==> config.mk <==
export PLATFORM = sky130hd
export DESIGN_NAME = stack_sequencer
export DESIGN_NICKNAME = d
export VERILOG_FILES = /design/src/rtl/stack_sequencer_pkg.sv /design/src/rtl/seq_prog_mem.sv /design/src/rtl/stack_sequencer.sv
export SDC_FILE = /design/constraint.sdc
export NUM_CORES = 1
export LEC_CHECK = 0
export ABC_AREA = 1
export ABC_CLOCK_PERIOD_IN_PS = 4500
export BUFFER_PORTS_ARGS = -buffer_cell sky130_fd_sc_hd__buf_2
export CAP_MARGIN = 20
export CORE_MARGIN = 5
export CORE_UTILIZATION = 30
export CTS_BUF_LIST = sky130_fd_sc_hd__clkbuf_16
export DETAILED_ROUTE_END_ITERATION = 8
export PLACE_DENSITY = 0.43
export SYNTH_ARGS = -nofsm -noshare
export SYNTH_HDL_FRONTEND = slang
export SYNTH_SLANG_ARGS = --single-unit
==> constraint.sdc <==
create_clock -name clk -period 4.5 [get_ports clk]
set_input_delay 0.225 -clock clk [delete_from_list [all_inputs] [get_ports clk]]
set_output_delay 0.225 -clock clk [all_outputs]
set_load 0.01 [all_outputs]
==> src/rtl/stack_sequencer_pkg.sv <==
// Shared opcodes, error codes and FSM state encoding for the stack program sequencer.
package stack_sequencer_pkg;

    localparam logic [2:0] OP_NOP  = 3'b000;
    localparam logic [2:0] OP_HALT = 3'b001;
    localparam logic [2:0] OP_ADD  = 3'b100;
    localparam logic [2:0] OP_MUL  = 3'b101;
    localparam logic [2:0] OP_PUSH = 3'b110;
    localparam logic [2:0] OP_POP  = 3'b111;

    localparam logic [1:0] ERR_NONE  = 2'b00;
    localparam logic [1:0] ERR_UNDER = 2'b01;
    localparam logic [1:0] ERR_FULL  = 2'b10;
    localparam logic [1:0] ERR_OVF   = 2'b11;

    typedef enum logic [2:0] {
        ST_IDLE,
        ST_ISSUE,
        ST_CHECK,
        ST_DONE,
        ST_ERROR
    } state_t;

endpackage

==> src/rtl/seq_prog_mem.sv <==
// Instruction store: register array with a synchronous write port and an asynchronous read port.
module seq_prog_mem #(
    parameter int DEPTH = 32,
    parameter int WIDTH = 11
) (
    input  logic                     clk,
    input  logic                     we,
    input  logic [$clog2(DEPTH)-1:0] waddr,
    input  logic [WIDTH-1:0]         wdata,
    input  logic [$clog2(DEPTH)-1:0] raddr,
    output logic [WIDTH-1:0]         rdata
);

    logic [WIDTH-1:0] mem [DEPTH];

    always_ff @(posedge clk) begin
        if (we) begin
            mem[waddr] <= wdata;
        end
    end

    assign rdata = mem[raddr];

endmodule

==> src/rtl/stack_sequencer.sv <==
// Runs a host-loaded program against the stack ALU, one op per ISSUE/CHECK pair,
// guarding stack depth itself and reporting done/error/pc/result.
module stack_sequencer
    import stack_sequencer_pkg::*;
#(
    parameter int DATA_WIDTH  = 8,
    parameter int STACK_DEPTH = 16,
    parameter int PROG_DEPTH  = 32,
    parameter bit STOP_ON_OVF = 1'b1
) (
    input  logic                          clk,
    input  logic                          rst,
    input  logic                          prog_we,
    input  logic [$clog2(PROG_DEPTH)-1:0] prog_addr,
    input  logic [DATA_WIDTH+2:0]         prog_wdata,
    input  logic                          start,
    output logic                          busy,
    output logic                          done,
    output logic                          error,
    output logic [1:0]                    err_code,
    output logic [$clog2(PROG_DEPTH)-1:0] pc,
    output logic [DATA_WIDTH-1:0]         result,
    output logic [2:0]                    stk_opcode,
    output logic [DATA_WIDTH-1:0]         stk_data_in,
    input  logic [DATA_WIDTH-1:0]         stk_data_out,
    input  logic                          stk_empty,
    input  logic                          stk_full,
    input  logic                          stk_overflow
);

    localparam int AW      = $clog2(PROG_DEPTH);
    localparam int DEPTH_W = $clog2(STACK_DEPTH + 1);

    state_t               state;
    logic [DEPTH_W-1:0]   depth;
    logic [2:0]           cur_op;
    logic [DATA_WIDTH+2:0] instr;
    logic [2:0]           op;
    logic [DATA_WIDTH-1:0] imm;
    logic                 is_exec;
    logic                 err_full;
    logic                 err_under;
    logic                 fire;
    logic                 unused_flags;

    // Status flags from the stack are only cross-checked outside this block.
    assign unused_flags = stk_empty ^ stk_full;

    seq_prog_mem #(
        .DEPTH (PROG_DEPTH),
        .WIDTH (DATA_WIDTH + 3)
    ) u_prog_mem (
        .clk   (clk),
        .we    (prog_we && !busy),
        .waddr (prog_addr),
        .wdata (prog_wdata),
        .raddr (pc),
        .rdata (instr)
    );

    assign op  = instr[DATA_WIDTH+2:DATA_WIDTH];
    assign imm = instr[DATA_WIDTH-1:0];

    always_comb begin
        is_exec   = (op == OP_PUSH) || (op == OP_POP) || (op == OP_ADD) || (op == OP_MUL);
        err_full  = (op == OP_PUSH) && (depth == DEPTH_W'(STACK_DEPTH));
        err_under = ((op == OP_POP) && (depth == '0)) ||
                    (((op == OP_ADD) || (op == OP_MUL)) && (depth < DEPTH_W'(2)));
        fire      = (state == ST_ISSUE) && is_exec && !err_full && !err_under;
    end

    // The stack samples its opcode on the edge that ends ISSUE, so the drive must be
    // combinational from the current instruction rather than a registered copy.
    assign stk_opcode  = fire ? op : OP_NOP;
    assign stk_data_in = fire ? imm : '0;

    always_ff @(posedge clk) begin
        if (rst) begin
            state    <= ST_IDLE;
            busy     <= 1'b0;
            done     <= 1'b0;
            error    <= 1'b0;
            err_code <= ERR_NONE;
            pc       <= '0;
            result   <= '0;
            depth    <= '0;
            cur_op   <= OP_NOP;
        end else begin
            case (state)
                ST_IDLE, ST_DONE, ST_ERROR: begin
                    if (start) begin
                        state    <= ST_ISSUE;
                        busy     <= 1'b1;
                        done     <= 1'b0;
                        error    <= 1'b0;
                        err_code <= ERR_NONE;
                        pc       <= '0;
                        depth    <= '0;
                    end
                end
                ST_ISSUE: begin
                    if (op == OP_HALT) begin
                        state <= ST_DONE;
                        busy  <= 1'b0;
                        done  <= 1'b1;
                    end else if (err_full || err_under) begin
                        state    <= ST_ERROR;
                        busy     <= 1'b0;
                        error    <= 1'b1;
                        err_code <= err_full ? ERR_FULL : ERR_UNDER;
                    end else begin
                        state  <= ST_CHECK;
                        cur_op <= op;
                        if (op == OP_PUSH) begin
                            depth <= depth + DEPTH_W'(1);
                        end else if (is_exec) begin
                            depth <= depth - DEPTH_W'(1);
                        end
                    end
                end
                ST_CHECK: begin
                    result <= stk_data_out;
                    if (((cur_op == OP_ADD) || (cur_op == OP_MUL)) && stk_overflow && STOP_ON_OVF) begin
                        state    <= ST_ERROR;
                        busy     <= 1'b0;
                        error    <= 1'b1;
                        err_code <= ERR_OVF;
                    end else if (pc == AW'(PROG_DEPTH - 1)) begin
                        state <= ST_DONE;
                        busy  <= 1'b0;
                        done  <= 1'b1;
                    end else begin
                        state <= ST_ISSUE;
                        pc    <= pc + AW'(1);
                    end
                end
                default: begin
                    state <= ST_IDLE;
                    busy  <= 1'b0;
                end
            endcase
        end
    end

endmodule
==> metrics.txt <==
maximum VDD drop=291 uV; clk_lat worst skew=~0.59 ns; met3 usage=2.60%; Final Cell Area=0.0185 mm^2; #FFs+latches synth=between 300 and 400; R2R depth=19; routed wire length=44500 um; H-tree levels=2; Inst Count DP=2051; met2 global-route usage=24.2%; Commonest cells post-synth=edfxtp_1 (352), nand2_1 (342), a21oi_1 (129); max-cap check violation count=0; PwrDens=576 mW/mm^2; quantity of gates resized following cts=0; Final Hold Vio Count=0; Core ar.=0.0524 mm^2; average size of a mapped cell=11.9 um^2; Avg WL per Cell=slightly above 20 um; Critical Path AT=3.68 ns; CTS tree=built; final RePlAce weighted congestion=0.781; crit path kind=reg -> out; Cell Chain, Critical Path=inv_6 > buf_4 > nand2_1 > nand3_1 > nand3_1 > nand2_1 > nand2_1 > nand3_2 > nand2_4 > nand4_4 > nand3_4 > a211oi_1 > buf_2; sequential area share after synthesis=70.8%; initial antenna violation count=0; Post-DP Area=roughly 0.017 mm^2; CP required=approximately 4.3 ns; hold path endpoint=state[2]$_SDFFE_PP0P_; IO buf count=57; R2R Setup Slk=1.10 ns; Die Wd=roughly 240 um; Min-Delay Path Depth=7; Critical Path End Type=primary output; CTS max path bufs=3; layout cells sized above 1=14.2%; Yosys cell types=between 40 and 50; routing usage on met1=22.2%; Nets=1458; first-pass GRT wire length=approximately 66000 um; Clock Skews=0.0197 ns; max-slew violation count=0; Num CTS Buffers=44; Final min period=between 3 and 4 ns; DP Wirelength=25600 um; Post-Synthesis Cells=1338; Crit path max-delay family=simple AND/OR/NAND/NOR gates; antenna-violating nets left=0; number of global-route vias before repair=10210; synthesized cell area=~0.016 mm^2; clk sinks=385; CP max-delay cell=inv_6; most used routing layer=met2; count leader, synth=edfxtp_1; DRT iter0 DRCs=706; RSZ-0062 raised after global routing=false; total die area=~0.058 mm^2; status=finished clean; n_diodes=0; post-DR vias/cell=4.81; gr ovfl total=0; asr flop ratio synth=0%; Max-slew headroom=between 30% and 40%; Hold Path Class=in -> reg; Area Growth Syn to Fin=16.6%; die outline height=240 um; area leader, netlist=edfxtp_1; Clock Tree Root=clkbuf_16; CP peak stage delay=approximately 0.57 ns; final number of setup-violating endpoints=0; Hold Startpoint=stk_overflow; Std-Cell Rows=84; number of flops mapped to enable cells by yosys=352; final worst path period share=around 87%; leakage=between 6 and 7 nW; setup TNS=0 ns; CTS clk-pin slew, worst paths=~0.060 ns; fmax=256 MHz; Final Non-Filler Cells=2144; Critical Path Source Type=register; Critical R2R Capture=depth[4]$_SDFFE_PP0P_; Residual DRC=0; Area contributors post-synth=edfxtp_1 (67%), nand2_1 (8.1%), dfxtp_1 (4.2%), a21oi_1 (4.1%), nand3_1 (3.9%); Total GRT Usage=15.3%; Slew @ Worst Pin=1.00 ns; largest net degree at the start of global routing=100; synthesized net count=1375; ys flop type=edfxtp_1; starting density of the core=30.3%; crit-path max FO=90; Ys Warns=0; Pwr Total=~11 mW; drt pass-1 iters=5; post-synth top area share=66.6%; Vias=10307; IO Pins=60; WP buf/inv=3; most used cell, CP=nand2_1
[repair_timing]
action                                 4_1_cts  5_1_grt
endpoints found under the hold margin       13        0
hold buffers                                10        0
buffers inserted                             0        0
[cell families (layout without fill, tap and decap cells)]
group / count (synthesis) / in the layout / synth area share, %
DFF: 385 / 385 / 70.8
and+or+nand+nor: 589 / 589 / 15.8
AOI/OAI and AO/OA: 241 / 241 / 9.25
adders and majority gates: 6 / 6 / 0.520
buffers and inverters: 117 / 235 / 3.69
[sequential cells by signal, indices dropped and copies added, names as in the netlist, 2 cells and up, named ones only]
signal / flops
cur_op: 2
depth: 5
err_code: 2
pc: 5
result: 8
state: 3
u_prog_mem.mem: 352
[routing by layer]
layer / vias up / share of wire (%) / routed length (um)
met5: - / 0 / 0
met4: 0 / 1.8 / 783
met3: 47 / 4.1 / 1820
met2: 180 / 46 / 20600
met1: 5106 / 48 / 21300
li1: 4974 / - / -
[cell type report]
| class | count | area, um^2 |
|---|---|---|
| clock inverters | 37 | 299 |
| flip-flops and latches | 385 | 11200 |
| well taps | 688 | 861 |
| multi-input cells | 836 | 4050 |
| clock buffers | 44 | 1100 |
| fillers | 5190 | 33900 |
| repair buffers | 116 | 798 |
| inverters | 38 | 148 |
[metrics by stage]
step	utilization (%)	worst slack (ns)	hold slack (ns)
final	35.3	0.595	0.163
after global routing	35.3	0.342	0.213
after CTS	35.2	0.505	0.122
after detailed placement	32.4	1.06	0.442
after global placement	32.3	1.07	0.439
after floorplan	-	2.12	0.294
[placed cells by master (no fill, tap or decap), types with 3 or more instances in the layout]
cell type / count
buf_4: 44
o21ai_0: 33
o221ai_1: 3
o22ai_1: 4
dfxtp_1: 30
a221o_1: 7
a211oi_2: 6
nand2_4: 4
a21oi_1: 129
inv_1: 42
inv_2: 4
buf_12: 3
clkinv_2: 14
a32oi_1: 4
clkinv_1: 6
a22oi_1: 34
buf_2: 57
dlygate4sd3_1: 10
edfxtp_1: 352
nand3_1: 123
a31oi_1: 3
nand2_1: 342
clkbuf_16: 44
nand2_2: 5
o211ai_1: 7
nor3_1: 6
ha_1: 5
nand3_2: 5
bufinv_16: 4
a32o_1: 7
nor2_1: 94
[worst max-delay path by stage]
stage | cells past startpoint | to | slack [ns] | from
after floorplan | 21 | depth[3]$_SDFFE_PP0P_ | 2.12 | register
after global placement | 19 | depth[4]$_SDFFE_PP0P_ | 1.07 | register
after detailed placement | 19 | depth[4]$_SDFFE_PP0P_ | 1.06 | register
after CTS | 13 | stk_data_in[7] | 0.51 | register
after global routing | 13 | stk_data_in[7] | 0.34 | register
final | 13 | stk_data_in[7] | 0.59 | register
[power breakdown]
part | leakage (nW) | internal [mW] | switching (mW)
Clock | 0.736 | 2.02 | 1.47
Combinational | 2.54 | 0.918 | 2.14
Sequential | 3.44 | 4.03 | 0.0938
[worst min-delay path: stages]
cell and delay, ns:
buf_2 0.10, nand2_1 0.05, nor2_1 0.06, nand2_1 0.09, nand3_1 0.07, nand2_1 0.06
inv_1 0.03
No activity file was read; power rests on OpenSTA's default activity.
